--- src/rtl/program_mem_arbiter.sv ---
`default_nettype none
// ============================================================================
// Module  : program_mem_arbiter
// Brief   : Round-robin arbiter of fetch read channels onto one program memory
// Revision: 1.0
// ============================================================================
module program_mem_arbiter #(
  parameter int ADDR_BITS     = 8,
  parameter int DATA_BITS     = 16,
  parameter int NUM_CONSUMERS = 4
) (
  input  logic                                 clk,
  input  logic                                 reset,
  input  logic [NUM_CONSUMERS-1:0]             consumer_read_valid,
  input  logic [NUM_CONSUMERS*ADDR_BITS-1:0]   consumer_read_address,
  output logic [NUM_CONSUMERS-1:0]             consumer_read_ready,
  output logic [NUM_CONSUMERS*DATA_BITS-1:0]   consumer_read_data,
  output logic                                 mem_read_valid,
  output logic [ADDR_BITS-1:0]                 mem_read_address,
  input  logic                                 mem_read_ready,
  input  logic [DATA_BITS-1:0]                 mem_read_data
);

  localparam int PTR_W = (NUM_CONSUMERS > 1) ? $clog2(NUM_CONSUMERS) : 1;
  localparam logic [PTR_W-1:0] c_last = PTR_W'(NUM_CONSUMERS - 1);

  typedef enum logic [1:0] {
    ST_IDLE     = 2'd0,
    ST_MEM_WAIT = 2'd1,
    ST_RELEASE  = 2'd2
  } state_t;

  state_t           r_state;
  logic [PTR_W-1:0] r_grant;
  logic [PTR_W-1:0] r_rr_ptr;
  logic [PTR_W-1:0] w_pick;
  logic             w_found;

  // Circular search starting at r_rr_ptr; wrap is explicit so any consumer
  // count works, not just powers of two.
  always_comb begin
    int               v_idx;
    logic [PTR_W-1:0] v_sel;
    w_found = 1'b0;
    w_pick  = '0;
    v_idx   = 0;
    v_sel   = '0;
    for (int i = 0; i < NUM_CONSUMERS; i++) begin
      v_idx = int'(r_rr_ptr) + i;
      if (v_idx >= NUM_CONSUMERS) begin
        v_idx = v_idx - NUM_CONSUMERS;
      end
      v_sel = PTR_W'(v_idx);
      if (!w_found && consumer_read_valid[v_sel]) begin
        w_found = 1'b1;
        w_pick  = v_sel;
      end
    end
  end

  always_ff @(posedge clk) begin
    if (reset) begin
      r_state             <= ST_IDLE;
      r_grant             <= '0;
      r_rr_ptr            <= '0;
      consumer_read_ready <= '0;
      consumer_read_data  <= '0;
      mem_read_valid      <= 1'b0;
      mem_read_address    <= '0;
    end else begin
      consumer_read_ready <= '0;
      case (r_state)
        ST_IDLE: begin
          if (w_found) begin
            r_grant          <= w_pick;
            mem_read_valid   <= 1'b1;
            mem_read_address <= consumer_read_address[w_pick*ADDR_BITS +: ADDR_BITS];
            r_state          <= ST_MEM_WAIT;
          end
        end
        ST_MEM_WAIT: begin
          if (mem_read_ready) begin
            consumer_read_data[r_grant*DATA_BITS +: DATA_BITS] <= mem_read_data;
            consumer_read_ready[r_grant] <= 1'b1;
            mem_read_valid               <= 1'b0;
            r_state                      <= ST_RELEASE;
          end
        end
        ST_RELEASE: begin
          // Hold off until the served unit drops valid so it is not served twice.
          if (!consumer_read_valid[r_grant]) begin
            r_rr_ptr <= (r_grant == c_last) ? '0 : r_grant + 1'b1;
            r_state  <= ST_IDLE;
          end
        end
        default: begin
          r_state <= ST_IDLE;
        end
      endcase
    end
  end

endmodule
`default_nettype wire

--- config.mk ---
export PLATFORM = sky130hd
export DESIGN_NAME = program_mem_arbiter
export DESIGN_NICKNAME = d
export VERILOG_FILES = /design/src/rtl/program_mem_arbiter.sv
export SDC_FILE = /design/constraint.sdc
export NUM_CORES = 1
export LEC_CHECK = 0
export ABC_AREA = 1
export CORE_ASPECT_RATIO = 1.1
export CORE_MARGIN = 2
export CORE_UTILIZATION = 46
export DETAILED_ROUTE_END_ITERATION = 16
export HOLD_SLACK_MARGIN = 0.03
export PLACE_DENSITY = 0.8
export SLEW_MARGIN = 25
export SYNTH_ARGS = -nofsm -noshare
export SYNTH_HDL_FRONTEND = slang
export SYNTH_SLANG_ARGS = --single-unit
--- constraint.sdc ---
create_clock -name clk -period 3 [get_ports clk]
set_input_delay 0.6 -clock clk [delete_from_list [all_inputs] [get_ports clk]]
set_output_delay 0.6 -clock clk [all_outputs]
set_load 0.02 [all_outputs]
# ---- After elaboration in Yosys (flattened, before gate mapping)
# Cells that the tools add are included.
dict set report totals {
  in_bits 55
  out_inout_bits 77
  rom_bits 0
  mem_bits_rw 0
  latch_bits 0
  register_bits 83
  n_memories 0
}
dict set report op_classes {
  n_bitwise 3
  addsub 9
  magnitude_cmp 10
  eq_ne 6
  muxes 33
  n_reduce_logical 15
  n_shift 3
  div 0
  mul 0
}
# cell count
set op_table {}
lappend op_table {{bitwise mux 64 bit} 1}
lappend op_table {{variable shift 16 x 34 -> 64 bit, first input constant} 1}
lappend op_table {{variable part select 16 x 34 -> 64 bit} 1}
lappend op_table {{negator 6 -> 34 bit} 1}
lappend op_table {{variable part select 32 x 6 -> 8 bit} 1}
lappend op_table {{2-to-1 mux 2 bit} 12}
lappend op_table {{< comparator 2 x 3 -> 1 bit, second input constant} 5}
lappend op_table {{2-to-1 mux 1 bit} 12}
lappend op_table {{binary-select mux 1 bit (select 2 bit)} 5}
lappend op_table {{greater-or-equal comparator 3 bit, second input constant} 3}
lappend op_table {{subtractor 2 x 1 -> 2 bit, second input constant} 4}
lappend op_table {{adder 2 x 2 -> 3 bit, second input constant} 2}
lappend op_table {{inequality test 2 bit, second input constant} 3}
lappend op_table {{one-hot mux 2 bit (3 select lines)} 1}
lappend op_table {{AND reduction 2 bit} 3}
lappend op_table {{AND reduction 3 bit} 2}
lappend op_table {{== test 2 bit, second input constant} 2}
lappend op_table {{logical AND 1 bit} 4}
lappend op_table {{adder 2 x 1 -> 3 bit, second input constant} 1}
lappend op_table {{greater-or-equal comparator 2 x 3 -> 1 bit, second input constant} 1}
lappend op_table {{logical NOT 1 bit} 3}
lappend op_table {{inverter 1 bit} 3}
lappend op_table {{OR reduction 3 bit} 1}
lappend op_table {{adder 2 x 1 -> 2 bit, second input constant} 1}
lappend op_table {{6 further kinds} 6}

# ---- Logic depth before layout (Yosys ltp)
# Gate-level depths: netlist of the first run.
dict set report logic_depth {
  word_depth 16
  mapped_depth 16
  ltp_nobuf 15
}

# ---- Worst setup path before layout of the first run
# Ideal clock, no wire load.
dict set report synth_timing {
  kind {reg-to-reg}
  startpoint {register r_grant[0]}
  endpoint {register consumer_read_data[30]}
  arrival_ns 2.447
  setup_ns 0.071
  path_slack_ns 0.483
  path_stages_with_launch 11
  path_buffers 3
  path_cell_list {dfxtp_1 -> clkbuf_1 -> inv_1 -> clkbuf_1 -> ha_1 -> inv_1 -> nor2_4 -> inv_1 -> buf_2 -> or4_1 -> a21oi_1}
}
dict set report synth_via {
  elab_chain_len 3
  word_cells_on_any_way 4
  classes_between {1 x add/sub; 2 x shift; 1 x mux}
}
# item line
set synth_rtl {}
lappend synth_rtl {{start, declared} 34} ;# logic [PTR_W-1:0] r_grant;
lappend synth_rtl {{start signal, assigned} 75} ;# r_grant <= w_pick;
lappend synth_rtl {{negator 6 -> 34 bit (*)} 83} ;# consumer_read_data[r_grant*DATA_BITS +: DATA_BITS] <= mem_read_data;
lappend synth_rtl {{variable part select 16 x 34 -> 64 bit or variable shift 16 x 34 -> 64 bit (tied branches)} 83}
lappend synth_rtl {{bitwise mux 64 bit (*)} 83}
lappend synth_rtl {{end signal, assigned by index} 83}
lappend synth_rtl {{end, declared} 17} ;# output logic [NUM_CONSUMERS*DATA_BITS-1:0] consumer_read_data,
# Mark *: on every way between the ends. The rest lies on a longest branch, timed or not.
# A chain may end at the register's enable or synchronous reset.

# ---- Final worst setup path of the first run
dict set report layout_timing {
  startpoint {register r_grant[1]}
  endpoint {register consumer_read_data[43]}
}
# The elaborated chain is that of the path after synthesis.

==> summary.md, run 1 <==
| Metric | Value |
|---|---|
| Outcome | complete, no violations |
| Synth Area in XOR/XNOR | 0% |
| IO Pins | 132 |
| H-tree depth | 3 |
| GRT Overall Usage | 24.8% |
| Design Power | 2.75 mW |
| Number of core rows | 35 |
| Worst IR Drop VDD | 0.313 mV |
| Number of global-route vias before repair | 4026 |
| Grt ovf | 0 |
| Die Y | 101 µm |
| Setup crit end kind | flop |
| Synth top cells by count | nand2_1, dfxtp_1, a21oi_1, nor2_1, inv_1 |
| Fillers | 716 |
| Main flop type after synthesis | dfxtp_1 |
| Largest net degree at the start of global routing | 52 |
| EDFF count, synth | 0 |
| Yosys top cell area share | 42.0% |
| Post-synthesis mux area share | 0% |
| RePlAce Congestion | 0.929 |
| Element type at the critical path start | flop |
| Final setup viols | 0 |
| Synth Area in Simple Gates | 32.3% |
| Mapped cell area | 3950 µm² |
| Vias | 4152 |
| Fin. max-slew vios | 0 |
| Area share of fa/ha/maj cells after synthesis | 2.53% |
| Resized cells post-CTS | 0 |
| Avg Inst Size Synth | 7.03 µm² |
| Slew @ Worst Pin | 699 ps |
| Post-Synthesis Cells | 562 |
| Post-synthesis register bit count | 83 |
| Leakage power | 2.28 nW |
| Clock skew | 9.36 ps |
| Number of vias per cell | 5.22 |
| RSZ-0062 raised after global routing | no |
| Clock-pin slew of the registers on the worst-case setup and hold paths | 80 ps |
| Post-route setup slack | 447 ps |
| Routed Wire Length | 11.5 mm |
| Main area contributors after synthesis | dfxtp_1, nand2_1, a21oi_1 |
| Postcts setup bufs | 0 |
| Worst-Skew Late Latency | 340 ps |
| MaxCap Viol Count | 0 |
| TritonCTS clock tree | built |
| Non-Filler Instances | 795 |
| Layout area overhead | 39.0% |
| Hold Path Class | reg2reg |
| Crit path DAT | 2820 ps |
| Syn Nets | 625 |
| Tmin final | 2550 ps |
| Worst-path maximum fanout | 16 |
| Diodes inserted | 0 |
| Compound-Gate Fraction of Synth Area | 13.3% |
| WL/cell | 14.5 µm |
| Clk sink count | 83 |
| Final core area utilization | 65.7% |
| First-pass GRT wire length | 18.9 mm |
| 1st-pass router iterations | 5 |
| Port Buffers | 131 |
| Top-count cell post-synth | nand2_1 |
| Root Driver | clkbuf_8 |
| Critical path class | reg2reg |
| Drt initial violations | 193 |
| Final Hold Fails | 0 |
| Post-DP HPWL | 8.48 mm |
| Layout cell share with drive strength beyond 1 | 6.87% |
| Post-CTS Hold Fix Bufs | 0 |
| Largest family of logic cells by synthesized area | simple AND/OR/NAND/NOR gates |
| Placement Setup Slack | 379 ps |
| Post-Place Cells | 779 |
| Sequential fraction of the synthesis area | 42.0% |
| Yosys warning total | 0 |
| Initial antenna violation count | 0 |
| Rel. slew slack | 53.4% |
| Yosys top cell by area | dfxtp_1 |
| Fmax | 392 MHz |
| Cell variety after synth | 26 |
| Worst EP required | 3270 ps |
| Die X-Extent | 92.4 µm |
| Reg-to-reg slack, setup | 450 ps |
| Core outline area | 8360 µm² |
| Setup_tns | 0 ps |
| Final Net Count | 742 |
| Initial core utilization | 47.3% |
| Die ar. | 9350 µm² |
| Clk buf depth | 2 |
| Post-route ant nets | 0 |
| Fin crit share | 85.1% |
| Async S/R FF share, synth | 0% |
| Residual DRC | 0 |
| CTS buffer count | 9 |
| Cell area power density | 501 nW/µm² |
[layout make-up]
| cell class | count | area, µm² | area share, % |
|---|---|---|---|
| Clock buffer | 9 | 124 | 2.26 |
| Clock inverter | 7 | 73.8 | 1.34 |
| Inverter | 60 | 233 | 4.24 |
| Multi-Input combinational cell | 387 | 1900 | 34.6 |
| Sequential cell | 83 | 1660 | 30.3 |
| Tap cell | 111 | 139 | 2.53 |
| Timing Repair Buffer | 138 | 1360 | 24.7 |
[worst paths after layout]
kind | endpoint | start | depth (start not counted)
setup / recovery | consumer_read_data[43] | r_grant[1] | 8
setup reg to reg | consumer_read_data[43] | r_grant[1] | 8
hold reg to reg | consumer_read_data[53] | consumer_read_data[53] | 2
hold / removal | consumer_read_data[53] | consumer_read_data[53] | 2
[registers in the layout, indices dropped and copies added (netlist names)]
signal	count
mem_read_address	8
consumer_read_data	64
r_state	2
mem_read_valid	1
consumer_read_ready	4
r_grant	2
r_rr_ptr	2
[per-layer routing]
| layer | track usage, % | vias to the layer above | share of wire, % |
|---|---|---|---|
| li1 | - | 2074 | - |
| met1 | 29.5 | 1884 | 42 |
| met2 | 44.0 | 178 | 48 |
| met3 | 6.70 | 16 | 8.7 |
| met4 | 7.35 | 0 | 1.4 |
| met5 | 0 | - | 0 |
[worst max-delay path, cell delays in order (launching register included)]
cell,delay (ps)
dfxtp_1,470
inv_1,220
ha_1,420
inv_1,120
nor2_4,220
inv_1,260
nor2_1,480
nand3_1,130
a21oi_1,160
[power breakdown]
group	internal (mW)	leakage [nW]	total (mW)	switching, mW
Clock	0.391	0.100	0.797	0.407
Combinational	0.284	1.51	0.755	0.471
Sequential	1.16	0.673	1.20	0.0393
[through the flow]
| stage | hold slack [ps] | cell area (µm²) |
|---|---|---|
| floorplan | 518 | 3950 |
| global placement | 452 | 5300 |
| detailed placement | 458 | 5300 |
| CTS | 471 | 5490 |
| global route | 487 | 5490 |
| finish | 468 | 5490 |
[placed cells by master, fill, tap and decap left out, drive strengths merged, types with 2 or more instances in the layout]
| master | n |
|---|---|
| clkinv | 2 |
| nand4 | 16 |
| inv | 63 |
| ha | 8 |
| nand2 | 123 |
| or4 | 7 |
| clkbuf | 9 |
| o21ai | 31 |
| nor3 | 17 |
| a21oi | 70 |
| or3 | 8 |
| nand3 | 45 |
| clkdlybuf4s50 | 130 |
| buf | 8 |
| dfxtp | 83 |
| nor2 | 60 |
| a211oi | 2 |
[cell families after synthesis]
family,after synthesis
adders and majority gates,8
AOI/OAI and AO/OA,103
DFF,83
buffers and inverters,92
and+or+nand+nor,276
Power figures use the tool's default switching activity.
==> inputs of run 2 (changes only) <==
--- a/config.mk
+++ b/config.mk
@@ -6,7 +6,6 @@
 export NUM_CORES = 1
 export LEC_CHECK = 0
 export ABC_AREA = 1
-export CORE_ASPECT_RATIO = 1.1
 export CORE_MARGIN = 2
 export CORE_UTILIZATION = 46
 export DETAILED_ROUTE_END_ITERATION = 16
==> summary.md, run 2 (synthesis results as in run 1) <==
| Metric | Value |
|---|---|
| Fin. max-slew vios | 0 (unchanged) |
| Commonest non-fill, non-tap cell in the layout | clkdlybuf4s50_1 |
| TritonCTS clock tree | built |
| Worst EP required | 3280 ps (about the same) |
| Grt ovf | 0 (unchanged) |
| Largest net degree at the start of global routing | 52 (unchanged) |
| Final Net Count | 741 (-0.13%) |
| Clock skew | 6.92 ps (-2.44 ps) |
| Die ar. | 9350 µm² (about the same) |
| Worst IR Drop VDD | 0.390 mV (+24%) |
| IO Pins | 132 (unchanged) |
| Hold Path Depth | 2 (unchanged) |
| Die Y | 96.7 µm (-4.5%) |
| Diodes inserted | 0 (unchanged) |
| Vias | 4149 (-0.072%) |
| Port Buffers | 131 (unchanged) |
| Critical R2R Capture | consumer_read_data[38] |
| Max reg flops | 64 (unchanged) |
| H-tree depth | 3 (unchanged) |
| Design Power | 2.93 mW (+6.4%) |
| Critical path class | reg2reg |
| CTS buffer count | 9 (unchanged) |
| Worst hold start | consumer_read_data[51] |
| Leakage power | 2.29 nW (+0.54%) |
| Post-CTS Hold Fix Bufs | 0 (unchanged) |
| Initial core utilization | 47.9% (+0.61 points) |
| Routed Wire Length | 11.8 mm (+1.8%) |
| Worst-Skew Late Latency | 360 ps (+20 ps) |
| Clk buf depth | 2 (unchanged) |
| MaxCap Viol Count | 0 (unchanged) |
| Hold path endpoint | consumer_read_data[51] |
| Biggest register | consumer_read_data |
| GRT Overall Usage | 24.8% (+0.029 points) |
| Tmin final | 2480 ps (-73.7 ps) |
| Cell area power density | 531 nW/µm² (+5.9%) |
| 1st-pass router iterations | 5 (unchanged) |
| Layout area overhead | 39.7% |
| Root Driver | clkbuf_8 |
| Clk sink count | 83 (unchanged) |
| Worst-path maximum fanout | 16 (unchanged) |
| Layout cell share with drive strength beyond 1 | 6.44% (-0.43 points) |
| Slew @ Worst Pin | 720 ps (+21.0 ps) |
| Crit path DAT | 2760 ps (-60 ps) |
| Placement Setup Slack | 330 ps (-48.2 ps) |
| Element type at the critical path start | flop |
| Hold Path Class | reg2reg |
| FF-to-FF Start | r_grant[1] |
| Fillers | 691 (-3.5%) |
| Area after DPL | 5280 µm² (-0.28%) |
| RSZ-0062 raised after global routing | no |
| Post-route setup slack | 521 ps (+73.7 ps) |
| Final Instance Area | 5520 µm² (+0.55%) |
| Setup crit end kind | flop |
| Resized cells post-CTS | 0 (unchanged) |
| Biggest regs | consumer_read_data: 64 flops, mem_read_address: 8 flops, consumer_read_ready: 4 flops |
| Most frequent cells in the layout | clkdlybuf4s50_1, nand2_1, dfxtp_1 |
| Number of vias per cell | 5.27 (+0.82%) |
| Number of core rows | 33 (-5.7%) |
| WL/cell | 14.9 µm (+2.7%) |
| Path depth of the worst reg2reg path | 8 (unchanged) |
| Rel. slew slack | 52.0% (-1.4 points) |
| Post-route ant nets | 0 (unchanged) |
| Initial antenna violation count | 0 (unchanged) |
| Residual DRC | 0 (unchanged) |
| First-pass GRT wire length | 19.2 mm (+1.6%) |
| Clock-pin slew of the registers on the worst-case setup and hold paths | 80 ps (about the same) |
| Final core area utilization | 66.9% (+1.2 points) |
| Reg-to-reg slack, setup | 520 ps (+70 ps) |
| Final setup viols | 0 (unchanged) |
| Fin crit share | 82.6% (-2.5 points) |
| Drt initial violations | 161 (-17%) |
| Core outline area | 8260 µm² (-1.3%) |
| RePlAce Congestion | 0.917 (-1.3%) |
| Final Hold Fails | 0 (unchanged) |
| Outcome | complete, no violations |
| Postcts setup bufs | 0 (unchanged) |
| Die X-Extent | 96.7 µm (+4.7%) |
| Post-DP HPWL | 8.58 mm (+1.2%) |
| Number of global-route vias before repair | 3994 (-0.79%) |
| Fmax | 403 MHz (+3.0%) |
| Setup_tns | 0 ps (unchanged) |
-- run 2: cell types whose count changed in the layout (fill, tap and decap cells not counted), sizes merged --
cell and delta:
clkinv -2, bufinv +2, buf -1, clkbuf +3, inv -3
-- run 2: critical path, stage by stage (launching register included) --
cell     delay [ps]
dfxtp_1         450
inv_1           170
ha_1            400
inv_1           110
nor2_4          200
inv_1           260
nor2_1          460
nand3_1         170
a21oi_1         170
-- run 2: per-layer routing --
layer  track usage, %  up-vias  share of wire [%]
met5                0        -                  0
met4             11.5        0                2.9
met3             7.15       30                8.4
met2             40.7      184                 46
met1             30.2     1864                 43
li1                 -     2071                  -
-- run 2: final cells by class --
type	count	area, µm²	area share [%]
clock inverter	4	97.6	1.77
clock buffer	12	145	2.63
sequential	83	1660	30.1
inverter	60	233	4.21
multi-input combinational	387	1900	34.5
timing repair buffer	137	1350	24.5
tap	105	131	2.38
-- run 2: worst max-delay path by stage --
stage / endpoint / cells past startpoint / from
floorplan: consumer_read_data[30] / 10 / r_grant[0]
global placement: mem_read_address[6] / 14 / consumer_read_valid[3]
detailed placement: mem_read_address[0] / 15 / consumer_read_valid[3]
CTS: consumer_read_data[38] / 8 / r_grant[1]
global route: consumer_read_data[38] / 8 / r_grant[1]
finish: consumer_read_data[38] / 8 / r_grant[1]
-- run 2: per-stage QoR --
stage / hold slack [ps] / instances
floorplan: 518 / 562
global placement: 451 / 772
detailed placement: 459 / 772
CTS: 468 / 788
global route: 488 / 788
finish: 470 / 788
-- run 2: where the power goes --
part	switching (mW)	internal (mW)	total (mW)
Sequential	0.0395	1.16	1.20
Combinational	0.471	0.283	0.754
Clock	0.399	0.577	0.976
==> inputs of run 3 (changes only) <==
==> constraint.sdc (replaced) <==
create_clock -name clk -period 2.5 [get_ports clk]
set_input_delay 0.5 -clock clk [delete_from_list [all_inputs] [get_ports clk]]
set_output_delay 0.5 -clock clk [all_outputs]
set_load 0.02 [all_outputs]
==> summary.md, run 3 (synthesis results as in run 1) <==
| Metric | Value |
|---|---|
| H-tree depth | 3 (unchanged) |
| Number of core rows | 33 (unchanged) |
| Worst EP required | 2800 ps (-480 ps) |
| Element type at the critical path start | flop |
| Fmax | 447 MHz (+11%) |
| Initial core utilization | 47.9% (unchanged) |
| RePlAce Congestion | 0.880 (-4.0%) |
| Die Y | 96.7 µm (unchanged) |
| RSZ-0062 raised after global routing | no |
| Worst-Skew Late Latency | 360 ps (about the same) |
| Max reg flops | 64 (unchanged) |
| Root Driver | clkbuf_8 |
| Clock-pin slew of the registers on the worst-case setup and hold paths | 80 ps (about the same) |
| Slew @ Worst Pin | 740 ps (+20.1 ps) |
| First-pass GRT wire length | 19.6 mm (+2.3%) |
| Worst-path maximum fanout | 16 (unchanged) |
| Largest net degree at the start of global routing | 52 (unchanged) |
| Design Power | 3.65 mW (+25%) |
| 1st-pass router iterations | 5 (unchanged) |
| GRT Overall Usage | 25.2% (+0.33 points) |
| Post-Place Cells | 778 (+0.78%) |
| Most frequent cells in the layout | clkdlybuf4s50_1, nand2_1, dfxtp_1 |
| Die X-Extent | 96.7 µm (unchanged) |
| Fin crit share | 89.5% (+6.8 points) |
| CTS buffer count | 9 (unchanged) |
| Tmin final | 2240 ps (-242 ps) |
| Clock skew | 12.4 ps (+5.51 ps) |
| Cell area power density | 651 nW/µm² (+23%) |
| Clk sink count | 83 (unchanged) |
| CP max stage cell | or4_1 |
| Core outline area | 8260 µm² (unchanged) |
| Routed Wire Length | 11.8 mm (+0.34%) |
| Number of vias per cell | 5.26 (about the same) |
| Diodes inserted | 0 (unchanged) |
| Critical path class | reg2reg |
| Port Buffers | 131 (unchanged) |
| Rel. slew slack | 50.6% (-1.3 points) |
| Setup crit end kind | flop |
| TritonCTS clock tree | built |
| Biggest regs | consumer_read_data: 64 flops, mem_read_address: 8 flops, consumer_read_ready: 4 flops |
| Final setup viols | 0 (unchanged) |
| Residual DRC | 0 (unchanged) |
| Grt ovf | 0 (unchanged) |
| Initial antenna violation count | 0 (unchanged) |
| Fin. max-slew vios | 0 (unchanged) |
| Vias | 4179 (+0.72%) |
| Final Net Count | 747 (+0.81%) |
| Post-route setup slack | 263 ps (-258 ps) |
| Worst IR Drop VDD | 0.393 mV (+0.68%) |
| Layout cell share with drive strength beyond 1 | 7.69% (+1.3 points) |
| Leakage power | 2.35 nW (+2.4%) |
| MaxCap Viol Count | 0 (unchanged) |
| Setup_tns | 0 ps (unchanged) |
| Die ar. | 9350 µm² (unchanged) |
| Critical path's largest stage delay | 560 ps (+100 ps) |
| Non-Filler Instances | 794 (+0.76%) |
| Crit path DAT | 2530 ps (-230 ps) |
| Layout area overhead | 42.0% |
| Biggest register | consumer_read_data |
| WL/cell | 14.9 µm (-0.42%) |
| Drt initial violations | 232 (+44%) |
| Most common cell on crit path | inv_1 |
| Final Hold Fails | 0 (unchanged) |
| Post-DP HPWL | 8.61 mm (+0.34%) |
| Clk buf depth | 2 (unchanged) |
| Commonest non-fill, non-tap cell in the layout | clkdlybuf4s50_1 |
| Number of global-route vias before repair | 4073 (+2.0%) |
| Outcome | complete, no violations |
| IO Pins | 132 (unchanged) |
| Placement Setup Slack | 44.8 ps (-286 ps) |
| Post-route ant nets | 0 (unchanged) |
| Hold Path Class | reg2reg |
| Critical-path cell list | inv_1, ha_1, inv_1, nor2_4, inv_1, or4_1, a21oi_1 |
run 3: cell types whose count changed in the layout (fill, tap and decap cells not counted), sizes merged:
cell      previous run  this run
buf                  7        13
clkinv               0         1
clkbuf              12        10
clkinvlp             1         0
bufinv               3         4
inv                 60        61
run 3: layout make-up:
type,count,area (µm²)
inverter,60,233
multi-input combinational,387,1910
fill,730,2650
clock inverter,6,134
timing repair buffer,143,1410
tap,105,131
sequential,83,1660
clock buffer,10,138
run 3: worst max-delay path: cells and delay by family, from the launching register on:
| family | cells | cell delay, ps |
|---|---|---|
| AO/OA/AOI/OAI | 1 | 130 |
| adder cells (fa/ha/maj) | 1 | 400 |
| buffers and inverters | 3 | 540 |
| flip-flops | 1 | 330 |
| AND/OR/NAND/NOR | 2 | 780 |
run 3: worst paths after layout:
check,start,end,slack (ps),cells past startpoint
setup / recovery,r_grant[1],consumer_read_data[25],260,7
setup reg to reg,r_grant[1],consumer_read_data[25],260,7
hold / removal,consumer_read_data[25],consumer_read_data[25],470,2
hold reg to reg,consumer_read_data[25],consumer_read_data[25],470,2
run 3: report_power, final:
| part | switching, mW | internal [mW] | leakage, nW |
|---|---|---|---|
| Sequential | 0.0477 | 1.40 | 0.673 |
| Clock | 0.490 | 0.793 | 0.137 |
| Combinational | 0.573 | 0.352 | 1.54 |
| Total | 1.11 | 2.54 | 2.35 |
run 3: timing repair:
action,in CTS,in global routing
endpoints found under the setup margin,0,8
hold buffers,0,0
resized for setup,0,1
buffers inserted,0,0
run 3: per-layer routing:
| layer | vias to the layer above | track usage [%] | share of wire [%] |
|---|---|---|---|
| met5 | - | 0 | 0 |
| met4 | 0 | 7.69 | 1.9 |
| met3 | 25 | 8.31 | 8.7 |
| met2 | 182 | 41.1 | 46 |
| met1 | 1892 | 31.6 | 43 |
| li1 | 2080 | - | - |
run 3: through the flow:
stage | utilization [%] | hold WS (ps) | area, µm²
after CTS | 67.9 | 467 | 5610
after global placement | 64.6 | 452 | 5340
final | 68.0 | 467 | 5610
after global routing | 68.0 | 479 | 5610
after floorplan | - | 518 | 3950
after detailed placement | 64.6 | 455 | 5340
